===== src/rtl/key_expand_seq.sv =====
// key_expand_seq: sequential AES-128/192/256 key expansion emitting one 128-bit round key per four words
module key_expand_seq #(
  parameter int KEY192_EN = 1,
  parameter int KEY256_EN = 1
) (
  input  logic         clk,
  input  logic         reset,
  input  logic         start,
  input  logic [1:0]   mode,
  input  logic [255:0] key,
  input  logic         rk_ready,
  output logic [127:0] rk_out,
  output logic [3:0]   rk_index,
  output logic         rk_valid,
  output logic         busy,
  output logic         done,
  output logic         err
);
  typedef enum logic [1:0] {IDLE, RUN, HOLD} state_t;
  localparam logic [7:0] SBOX [256] = '{
    8'h63, 8'h7c, 8'h77, 8'h7b, 8'hf2, 8'h6b, 8'h6f, 8'hc5, 8'h30, 8'h01, 8'h67, 8'h2b, 8'hfe, 8'hd7, 8'hab, 8'h76,
    8'hca, 8'h82, 8'hc9, 8'h7d, 8'hfa, 8'h59, 8'h47, 8'hf0, 8'had, 8'hd4, 8'ha2, 8'haf, 8'h9c, 8'ha4, 8'h72, 8'hc0,
    8'hb7, 8'hfd, 8'h93, 8'h26, 8'h36, 8'h3f, 8'hf7, 8'hcc, 8'h34, 8'ha5, 8'he5, 8'hf1, 8'h71, 8'hd8, 8'h31, 8'h15,
    8'h04, 8'hc7, 8'h23, 8'hc3, 8'h18, 8'h96, 8'h05, 8'h9a, 8'h07, 8'h12, 8'h80, 8'he2, 8'heb, 8'h27, 8'hb2, 8'h75,
    8'h09, 8'h83, 8'h2c, 8'h1a, 8'h1b, 8'h6e, 8'h5a, 8'ha0, 8'h52, 8'h3b, 8'hd6, 8'hb3, 8'h29, 8'he3, 8'h2f, 8'h84,
    8'h53, 8'hd1, 8'h00, 8'hed, 8'h20, 8'hfc, 8'hb1, 8'h5b, 8'h6a, 8'hcb, 8'hbe, 8'h39, 8'h4a, 8'h4c, 8'h58, 8'hcf,
    8'hd0, 8'hef, 8'haa, 8'hfb, 8'h43, 8'h4d, 8'h33, 8'h85, 8'h45, 8'hf9, 8'h02, 8'h7f, 8'h50, 8'h3c, 8'h9f, 8'ha8,
    8'h51, 8'ha3, 8'h40, 8'h8f, 8'h92, 8'h9d, 8'h38, 8'hf5, 8'hbc, 8'hb6, 8'hda, 8'h21, 8'h10, 8'hff, 8'hf3, 8'hd2,
    8'hcd, 8'h0c, 8'h13, 8'hec, 8'h5f, 8'h97, 8'h44, 8'h17, 8'hc4, 8'ha7, 8'h7e, 8'h3d, 8'h64, 8'h5d, 8'h19, 8'h73,
    8'h60, 8'h81, 8'h4f, 8'hdc, 8'h22, 8'h2a, 8'h90, 8'h88, 8'h46, 8'hee, 8'hb8, 8'h14, 8'hde, 8'h5e, 8'h0b, 8'hdb,
    8'he0, 8'h32, 8'h3a, 8'h0a, 8'h49, 8'h06, 8'h24, 8'h5c, 8'hc2, 8'hd3, 8'hac, 8'h62, 8'h91, 8'h95, 8'he4, 8'h79,
    8'he7, 8'hc8, 8'h37, 8'h6d, 8'h8d, 8'hd5, 8'h4e, 8'ha9, 8'h6c, 8'h56, 8'hf4, 8'hea, 8'h65, 8'h7a, 8'hae, 8'h08,
    8'hba, 8'h78, 8'h25, 8'h2e, 8'h1c, 8'ha6, 8'hb4, 8'hc6, 8'he8, 8'hdd, 8'h74, 8'h1f, 8'h4b, 8'hbd, 8'h8b, 8'h8a,
    8'h70, 8'h3e, 8'hb5, 8'h66, 8'h48, 8'h03, 8'hf6, 8'h0e, 8'h61, 8'h35, 8'h57, 8'hb9, 8'h86, 8'hc1, 8'h1d, 8'h9e,
    8'he1, 8'hf8, 8'h98, 8'h11, 8'h69, 8'hd9, 8'h8e, 8'h94, 8'h9b, 8'h1e, 8'h87, 8'he9, 8'hce, 8'h55, 8'h28, 8'hdf,
    8'h8c, 8'ha1, 8'h89, 8'h0d, 8'hbf, 8'he6, 8'h42, 8'h68, 8'h41, 8'h99, 8'h2d, 8'h0f, 8'hb0, 8'h54, 8'hbb, 8'h16
  };
  function automatic logic [31:0] sub_word(input logic [31:0] w);
    return {SBOX[w[31:24]], SBOX[w[23:16]], SBOX[w[15:8]], SBOX[w[7:0]]};
  endfunction
  state_t         state_q, state_d;
  logic [255:0]   key_q, key_d;
  logic [1:0]     mode_q, mode_d;
  logic [7:0][31:0] win_q, win_d;
  logic [5:0]     cnt_q, cnt_d;
  logic [3:0]     j_q, j_d;
  logic [7:0]     rcon_q, rcon_d;
  logic [127:0]   rk_out_q, rk_out_d;
  logic [3:0]     rk_index_q, rk_index_d;
  logic           rk_valid_q, rk_valid_d;
  logic           err_q, err_d;
  logic [3:0]     nk, nr;
  logic [5:0]     nwords;
  logic           bad, acc, gen, first;
  logic [31:0]    prev, old, temp, w_new;
  assign rk_out   = rk_out_q;
  assign rk_index = rk_index_q;
  assign rk_valid = rk_valid_q;
  assign busy     = state_q != IDLE;
  assign err      = err_q;
  assign done     = acc && rk_index_q == nr;
  // Key-size geometry, stall decision and the next expanded word from the sliding window
  always_comb begin
    nk     = mode_q == 2'd0 ? 4'd4 : mode_q == 2'd1 ? 4'd6 : 4'd8;
    nr     = nk + 4'd6;
    nwords = {nr, 2'b00} + 6'd4;
    bad    = mode == 2'd3 || (mode == 2'd1 && KEY192_EN == 0) || (mode == 2'd2 && KEY256_EN == 0);
    acc    = rk_valid_q && rk_ready;
    gen    = state_q != IDLE && cnt_q != nwords && !(rk_valid_q && !rk_ready);
    first  = cnt_q < {2'b00, nk};
    prev   = win_q[0];
    old    = nk == 4'd4 ? win_q[3] : nk == 4'd6 ? win_q[5] : win_q[7];
    temp   = j_q == 4'd0 ? sub_word({prev[23:0], prev[31:24]}) ^ {rcon_q, 24'h0} :
             (nk == 4'd8 && j_q == 4'd4) ? sub_word(prev) : prev;
    w_new  = first ? key_q[255:224] : old ^ temp;
  end
  // Next state: capture on start, advance one word per unstalled cycle, pack every fourth word
  always_comb begin
    state_d    = state_q;
    key_d      = key_q;
    mode_d     = mode_q;
    win_d      = win_q;
    cnt_d      = cnt_q;
    j_d        = j_q;
    rcon_d     = rcon_q;
    rk_out_d   = rk_out_q;
    rk_index_d = rk_index_q;
    rk_valid_d = acc ? 1'b0 : rk_valid_q;
    err_d      = state_q == IDLE && start && bad;
    if (state_q == IDLE && start && !bad) begin
      state_d = RUN;
      key_d   = key;
      mode_d  = mode;
      win_d   = '0;
      cnt_d   = '0;
      j_d     = '0;
      rcon_d  = 8'h01;
    end
    if (gen) begin
      key_d  = {key_q[223:0], 32'h0};
      win_d  = {win_q[6:0], w_new};
      cnt_d  = cnt_q + 6'd1;
      j_d    = j_q == nk - 4'd1 ? 4'd0 : j_q + 4'd1;
      rcon_d = (!first && j_q == 4'd0) ? {rcon_q[6:0], 1'b0} ^ (rcon_q[7] ? 8'h1b : 8'h00) : rcon_q;
      if (cnt_q[1:0] == 2'd3) begin
        rk_out_d   = {win_q[2], win_q[1], win_q[0], w_new};
        rk_index_d = cnt_q[5:2];
        rk_valid_d = 1'b1;
      end
    end
    if (state_q != IDLE)
      state_d = (acc && rk_index_q == nr) ? IDLE : (rk_valid_q && !rk_ready) ? HOLD : RUN;
  end
  // State registers with synchronous active-low reset
  always_ff @(posedge clk) begin
    if (!reset) begin
      state_q    <= IDLE;
      key_q      <= '0;
      mode_q     <= 2'd0;
      win_q      <= '0;
      cnt_q      <= '0;
      j_q        <= '0;
      rcon_q     <= 8'h01;
      rk_out_q   <= '0;
      rk_index_q <= '0;
      rk_valid_q <= 1'b0;
      err_q      <= 1'b0;
    end else begin
      state_q    <= state_d;
      key_q      <= key_d;
      mode_q     <= mode_d;
      win_q      <= win_d;
      cnt_q      <= cnt_d;
      j_q        <= j_d;
      rcon_q     <= rcon_d;
      rk_out_q   <= rk_out_d;
      rk_index_q <= rk_index_d;
      rk_valid_q <= rk_valid_d;
      err_q      <= err_d;
    end
  end
endmodule

===== config.mk =====
export PLATFORM = sky130hd
export DESIGN_NAME = key_expand_seq
export DESIGN_NICKNAME = d
export VERILOG_FILES = /design/src/rtl/key_expand_seq.sv
export SDC_FILE = /design/constraint.sdc
export NUM_CORES = 2
export LEC_CHECK = 0
export CORE_UTILIZATION = 30
export CTS_BUF_LIST = sky130_fd_sc_hd__clkbuf_4
export DETAILED_ROUTE_END_ITERATION = 8
export SYNTH_ARGS = -nofsm -noshare
export SYNTH_HDL_FRONTEND = slang
export SYNTH_SLANG_ARGS = --single-unit

===== constraint.sdc =====
create_clock -name clk -period 4.6 [get_ports clk]
set_clock_uncertainty 0.15 [all_clocks]
set_input_delay 0.92 -clock clk [delete_from_list [all_inputs] [get_ports clk]]
set_output_delay 0.92 -clock clk [all_outputs]
set_load 0.005 [all_outputs]

=== Word level (Yosys, flattened, before mapping) ===
Memories as Yosys holds them, arrays and structs flattened.
Index checks and enable logic that the tools add are counted.
W data, S select, Z words.

* Register bits: 668
* Bits in read-only memories: 8192
* Input port bits: 262
* Word-level logic and storage cells: 110
* Memories kept: 4

* Add/subtract/negate cells: 5
* $lt $le $gt $ge: 5
* Equal/unequal tests: 11
* Mux-type cells: 35
* Bitwise operators: 8
* Reduce and logical (&&, ||, !) cells: 23

{| class="wikitable"
|+ Memory list
! memory !! depth !! bits a word !! read ports !! clocked after memory_dff !! write ports !! line !! RTL
|-
| (no name shown) || 256 || 8 || 1 || 0 || 0 || 39 || <nowiki>return {SBOX[w[31:24]], SBOX[w[23:16]], SBOX[w[15:8]], SBOX[w[7:0]]};</nowiki>
|-
| (no name shown) || 256 || 8 || 1 || 0 || 0 || 39 ||
|-
| (no name shown) || 256 || 8 || 1 || 0 || 0 || 39 ||
|-
| (no name shown) || 256 || 8 || 1 || 0 || 0 || 39 ||
|}

{| class="wikitable"
|+ Operator list
! operator !! count
|-
| $mux W256 || 4
|-
| $mux W32 || 5
|-
| $mux W8 || 11
|-
| $xor A32 B32 Y32 || 2
|-
| $ge A9 B9 Y1 const B || 4
|-
| $not A8 Y9 || 4
|-
| $mux W4 || 5
|-
| $eq A4 B3 Y1 const B || 3
|-
| $mux W6 || 2
|-
| $logic_and A1 B1 Y1 || 10
|-
| $eq A4 B4 Y1 || 2
|-
| $mux W2 || 4
|-
| $xor A8 B5 Y8 || 1
|-
| $add A6 B1 Y6 const B || 1
|-
| $add A6 B3 Y6 const B || 1
|-
| $lt A6 B4 Y1 || 1
|-
| $ne A6 B6 Y1 || 1
|-
| $reduce_bool A2 Y1 || 3
|-
| $mux W5 || 1
|-
| $add A4 B1 Y4 const B || 1
|-
| $add A4 B3 Y4 const B || 1
|-
| $eq A2 B2 Y1 const B || 2
|-
| $eq A4 B4 Y1 const B || 1
|-
| $logic_not A1 Y1 || 4
|-
| other kinds (9) || 13
|}

=== Logic depth before layout (Yosys ltp) ===
* Depth in word-level cells: 10
* Mapped depth: 15
* Mapped depth without buffers: 11

=== Least setup slack after synthesis ===
Ideal clock, no wire load.

* Path type: flip-flop to flip-flop
* From: register win_q (netlist bit prev[17])
* To: register rk_out_q[24], in the netlist rk_out[24]
* Data arrival time: 3468 ps
* Data required time: 4335 ps
* Setup slack: 867 ps
* Stages on the path, launching flop included: 16
* Buffers on the path: 4
* Period minus slack after synthesis: 3733 ps
* Cells stage by stage: dfxtp_1 -> buf_2 -> buf_2 -> inv_1 -> ha_1 -> buf_2 -> and2_1 -> clkbuf_1 -> o21ai_1 -> a21oi_1 -> o32a_1 -> or4_1 -> a211oi_1 -> a2111oi_2 -> mux2i_1 -> o21a_1

* Longest elaborated chain between the ends: 8

{| class="wikitable"
|+ RTL lines
! element !! line !! RTL
|-
| from (decl) || 44 || <nowiki>logic [7:0][31:0] win_q, win_d;</nowiki>
|-
| from (signal assigned) || 132 || <nowiki>win_q <= win_d;</nowiki>
|-
| $not A8 Y9 (implied by the code) || 39 ||
|-
| $mem_v2 Z256 W8 || -- ||
|-
| $mux W8 (2 in series) || -- ||
|-
| $xor A32 B32 Y32 || 73 || <nowiki>temp = j_q == 4'd0 ? sub_word({prev[23:0], prev[31:24]}) ^ {rcon_q, 24'h0} :</nowiki>
|-
| $mux W32 || 73 ||
|-
| $xor A32 B32 Y32 || 75 || <nowiki>w_new = first ? key_q[255:224] : old ^ temp;</nowiki>
|-
| $mux W32 || 75 ||
|-
| to (signal assigned) || 136 || <nowiki>rk_out_q <= rk_out_d;</nowiki>
|-
| to (decl) || 48 || <nowiki>logic [127:0] rk_out_q, rk_out_d;</nowiki>
|}

No other way between the ends. The select of a mux whose other input is x is not followed.
A chain may end at the register's enable or synchronous reset.

=== Worst setup path after layout ===
* From: register win_q (netlist bit prev[17])
* To: register rk_out_q[20], in the netlist rk_out[20]

* Longest elaborated chain between the ends: 8

{| class="wikitable"
|+ RTL lines
! element !! line !! RTL
|-
| $not A8 Y9 (implied by the code) || 39 ||
|-
| $mem_v2 Z256 W8 || -- ||
|-
| $mux W8 (implied by the code) (2 in series) || 39 ||
|-
| $mux W32 || 74 || <nowiki>(nk == 4'd8 && j_q == 4'd4) ? sub_word(prev) : prev;</nowiki>
|-
| $mux W32 || 73 ||
|-
| $xor A32 B32 Y32 || 75 ||
|-
| $mux W32 || 75 ||
|}

No other way between the ends. The select of a mux whose other input is x is not followed.

==> results_dict.tcl <==
set metrics [dict create \
    fin_crit_sh 0.940 \
    flow.area_growth_from_synthesis_pct 21.4 \
    mostFrequentLayoutCells "934 x sky130_fd_sc_hd__nand2_1, 827 x sky130_fd_sc_hd__a21oi_1, 649 x sky130_fd_sc_hd__dfxtp_1" \
    switching_share 0.329 \
    utilization 0.368 \
    drc 0 \
    critical_path_arrival_ns 5.31 \
    total_area_of_multi_input_combinational_cells_sq_um 25500 \
    timing.setup.critical_path_class "reg -> reg" \
    hpwlAfterDp_microns 143000 \
    die_w_microns 375 \
    power_report.internal_total_w 0.00971 \
    ys_seq_area_frac 0.320 \
    path_buf_inv 3 \
    timing.critical_path.slowest_cell_delay_ns 0.69 \
    startpoint_of_the_most_critical_register_to_register_path "prev[17]" \
    rsz_0062_raised_after_global_routing "no" \
    pin_slew_with_the_least_headroom_to_its_limit_ns 1.38 \
    boundaryPins 398 \
    grt_pass1_vias 44200 \
    worst_ep_required_time_ns 5.58 \
    detailedRoute.firstPassIterationCount 7 \
    grt_overflow 0 \
    worst_path_max_delay_cell "sky130_fd_sc_hd__a2111oi_1" \
    critPathLaunch "prev[17]" \
    synth.cell_area_sq_um 41800 \
    timing.final.setup_violations 0 \
    grt_pass1_wl_microns 297000 \
    layout.cells.most_common "sky130_fd_sc_hd__nand2_1" \
    worst_path_most_repeated_cell "sky130_fd_sc_hd__buf_4" \
    synth.ff_latch_count 668 \
    routed-via-count 48000 \
    drt-total-wl_microns 203000 \
    h-tree-depth 4 \
    vdd.ir_drop.worst_uv 224 \
    groute.usage.overall 0.276 \
    viasPerCell 6.06 \
    timing.critical_path.from_type "flop" \
    worstSetupEndpointType "flop" \
    share_comb_of_total_power 0.191 \
    routedWlPerCell_microns 25.7 \
    worst-r2r-setup-slack_ns 0.27 \
    worstHoldStart "key[15]" \
    maxCapViolations 0 \
    grt_max_degree 182 \
    yosys_warnings 0 \
    power.density_nw_per_um2 285 \
    initial_core_util 0.303 \
    whs_ns 0.148 \
    slew_viol_final 0 \
    finish.instance_area_sq_um 50700 \
    switching_power_w 0.00475 \
    layout.area.seq_sq_um 13400 \
    die-area_sq_um 141000 \
    timing.critical_path.max_delay_family "compound AO/OA/AOI/OAI gates" \
    totalNegativeSetupSlack_ns 0 \
    slew_headroom 0.0795 \
    p_total_w 0.0145 \
    leakagePower_nw 16.9 \
    grt_antenna_before_repair 27 \
    async_reset_ff_frac 0 \
    clock_path_buffers 3 \
    run_status "finished clean" \
    post-synth-top-area-cell "sky130_fd_sc_hd__dfxtp_1" \
    ys_dominant_reg_cell "sky130_fd_sc_hd__dfxtp_1" \
    clk_root_buffer_cell "sky130_fd_sc_hd__clkbuf_4" \
    drive_gt1_frac 0.123 \
    cts_tree "built" \
    clock-sinks 668 \
    fraction_of_synthesized_cell_area_taken_by_the_top_area_cell_type 0.320 \
    post_syn_nets 5998 \
    ant_nets 0 \
    core.rowCount 136 \
    worstPathCellList "inv_1 > ha_1 > and2_1 > a2111oi_1 > buf_4 > o211ai_1 > a32oi_1 > o21a_1 > a222oi_1 > buf_4 > or4_1 > a41oi_1" \
    port_buffers 397 \
    holdCritPathClass "in -> reg" \
    filler_cell_count 14700 \
    yosysUniqueCellTypes 108 \
    clock_insertion_delay_worst_skew_ns 1.23 \
    timing_hold_violations_final 0 \
    syn_inst 5670 \
    synth_area_leaders "sky130_fd_sc_hd__dfxtp_1 32%, sky130_fd_sc_hd__a21oi_1 9.9%, sky130_fd_sc_hd__nand2_1 8.4%" \
    fmax_mhz 231 \
    dpl_cell_area_sq_um 48200 \
    tritoncts.num_buffers 183 \
    power.sequential.fraction 0.424 \
    power_frac_clock 0.385 \
    routabilityCongestion 1.05 \
    cts.repair_timing.setup_buffer_count 0 \
    placeableCoreArea_sq_um 138000 \
    crit_path_max_fanout 15 \
    cts_clock_pin_slew_for_the_worst_setup_and_hold_paths_ns 0.07 \
    num-nets-final 6297 \
    iter_0_drt_violations 6617 \
    post_synth.cell_area_avg_sq_um 7.37 \
    synth-edff-count 0 \
    chip_height_microns 375 \
    timing.final.crit_period_ns 4.33 \
    cts-resized-gates 0 \
]
final cells by class:
type | instances | share of cell area
well taps | 1794 | 0.0442
repair buffers | 735 | 0.137
flip-flops and latches | 668 | 0.265
diodes | 15 | 0.000740
inverters | 52 | 0.00400
clock inverters | 48 | 0.00644
clock buffers | 274 | 0.0405
multi-input cells | 4329 | 0.502
sequential cells by signal, indices dropped and copies added (netlist names), 2 cells and up:
register	flops
win_q	224
key_q	256
mode_q	2
prev	32
rcon_q	8
rk_index	4
rk_out	128
state_q	2
j_q	4
cnt_q	6
through the flow:
stage,setup slack [ns],std cells
3_5_place_dp,0.402,7567
4_1_cts,0.443,7900
6_report,0.274,7915
3_3_place_gp,0.406,7567
2_1_floorplan,0.867,5670
5_1_grt,0.172,7911
synth_stat cells, drive strengths merged, types with 18 or more instances:
library cell / instances
or2: 27
a311oi: 36
xor2: 23
a2111oi: 31
o311ai: 42
a221oi: 34
and2: 39
nor3b: 31
a22oi: 256
nand2b: 116
o31ai: 29
clkbuf: 378
nand2: 936
o21ai: 213
inv: 42
a21o: 24
buf: 243
and3: 45
a211oi: 65
nor2b: 97
a21oi: 830
o21a: 29
a31oi: 77
nor2: 217
o221ai: 33
o2111ai: 18
nand3: 360
or3: 23
o211ai: 58
nor3: 104
nand4: 25
ha: 66
mux4: 20
nand3b: 20
o22ai: 41
dfxtp: 668
nor4: 28
mux2i: 71
xnor2: 35
final timing paths:
path | end | depth (start not counted)
setup / recovery | rk_out[20] | 12
hold / removal | key_q[15] | 3
setup reg to reg | rk_out[20] | 12
hold reg to reg | win_q[177] | 2
timing repair:
action	CTS	global route
hold buffers	11	0
endpoints found under the setup margin	0	0
hold endpoints to repair	11	0
cell families after synthesis:
kind of cell | Yosys count | share of synthesized area
adders and majority gates | 68 | 0.0202
DFF | 668 | 0.320
buffers and inverters | 673 | 0.0728
AOI/OAI and AO/OA | 1987 | 0.306
and+or+nand+nor | 2115 | 0.238
muxes | 101 | 0.0305
xor gates and xnor gates | 58 | 0.0122
routing by layer:
metal	GRT usage	part of all wire
met3	0.0719	0.11
met4	0.119	0.043
met2	0.416	0.44
met5	0	0.00076
met1	0.369	0.41
worst register-to-register path, cell delays in order, from the launching register on:
cell and delay, ns:
sky130_fd_sc_hd__dfxtp_1 0.58, sky130_fd_sc_hd__inv_1 0.23, sky130_fd_sc_hd__ha_1 0.52, sky130_fd_sc_hd__and2_1 0.31, sky130_fd_sc_hd__a2111oi_1 0.69, sky130_fd_sc_hd__buf_4 0.22, sky130_fd_sc_hd__o211ai_1 0.10, sky130_fd_sc_hd__a32oi_1 0.36
sky130_fd_sc_hd__o21a_1 0.17, sky130_fd_sc_hd__a222oi_1 0.14, sky130_fd_sc_hd__buf_4 0.20, sky130_fd_sc_hd__or4_1 0.46, sky130_fd_sc_hd__a41oi_1 0.21
power by group through the flow:
stage,Sequential [W],Combinational (W),Clock (W)
CTS,0.00612,0.00269,0.00573
floorplan,0.00615,0.00162,0
global route,0.00614,0.00292,0.00605
detailed placement,0.00625,0.00267,0
global placement,0.00625,0.00269,0
finish,0.00613,0.00277,0.00557
No activity file was read; power rests on OpenSTA's default activity.
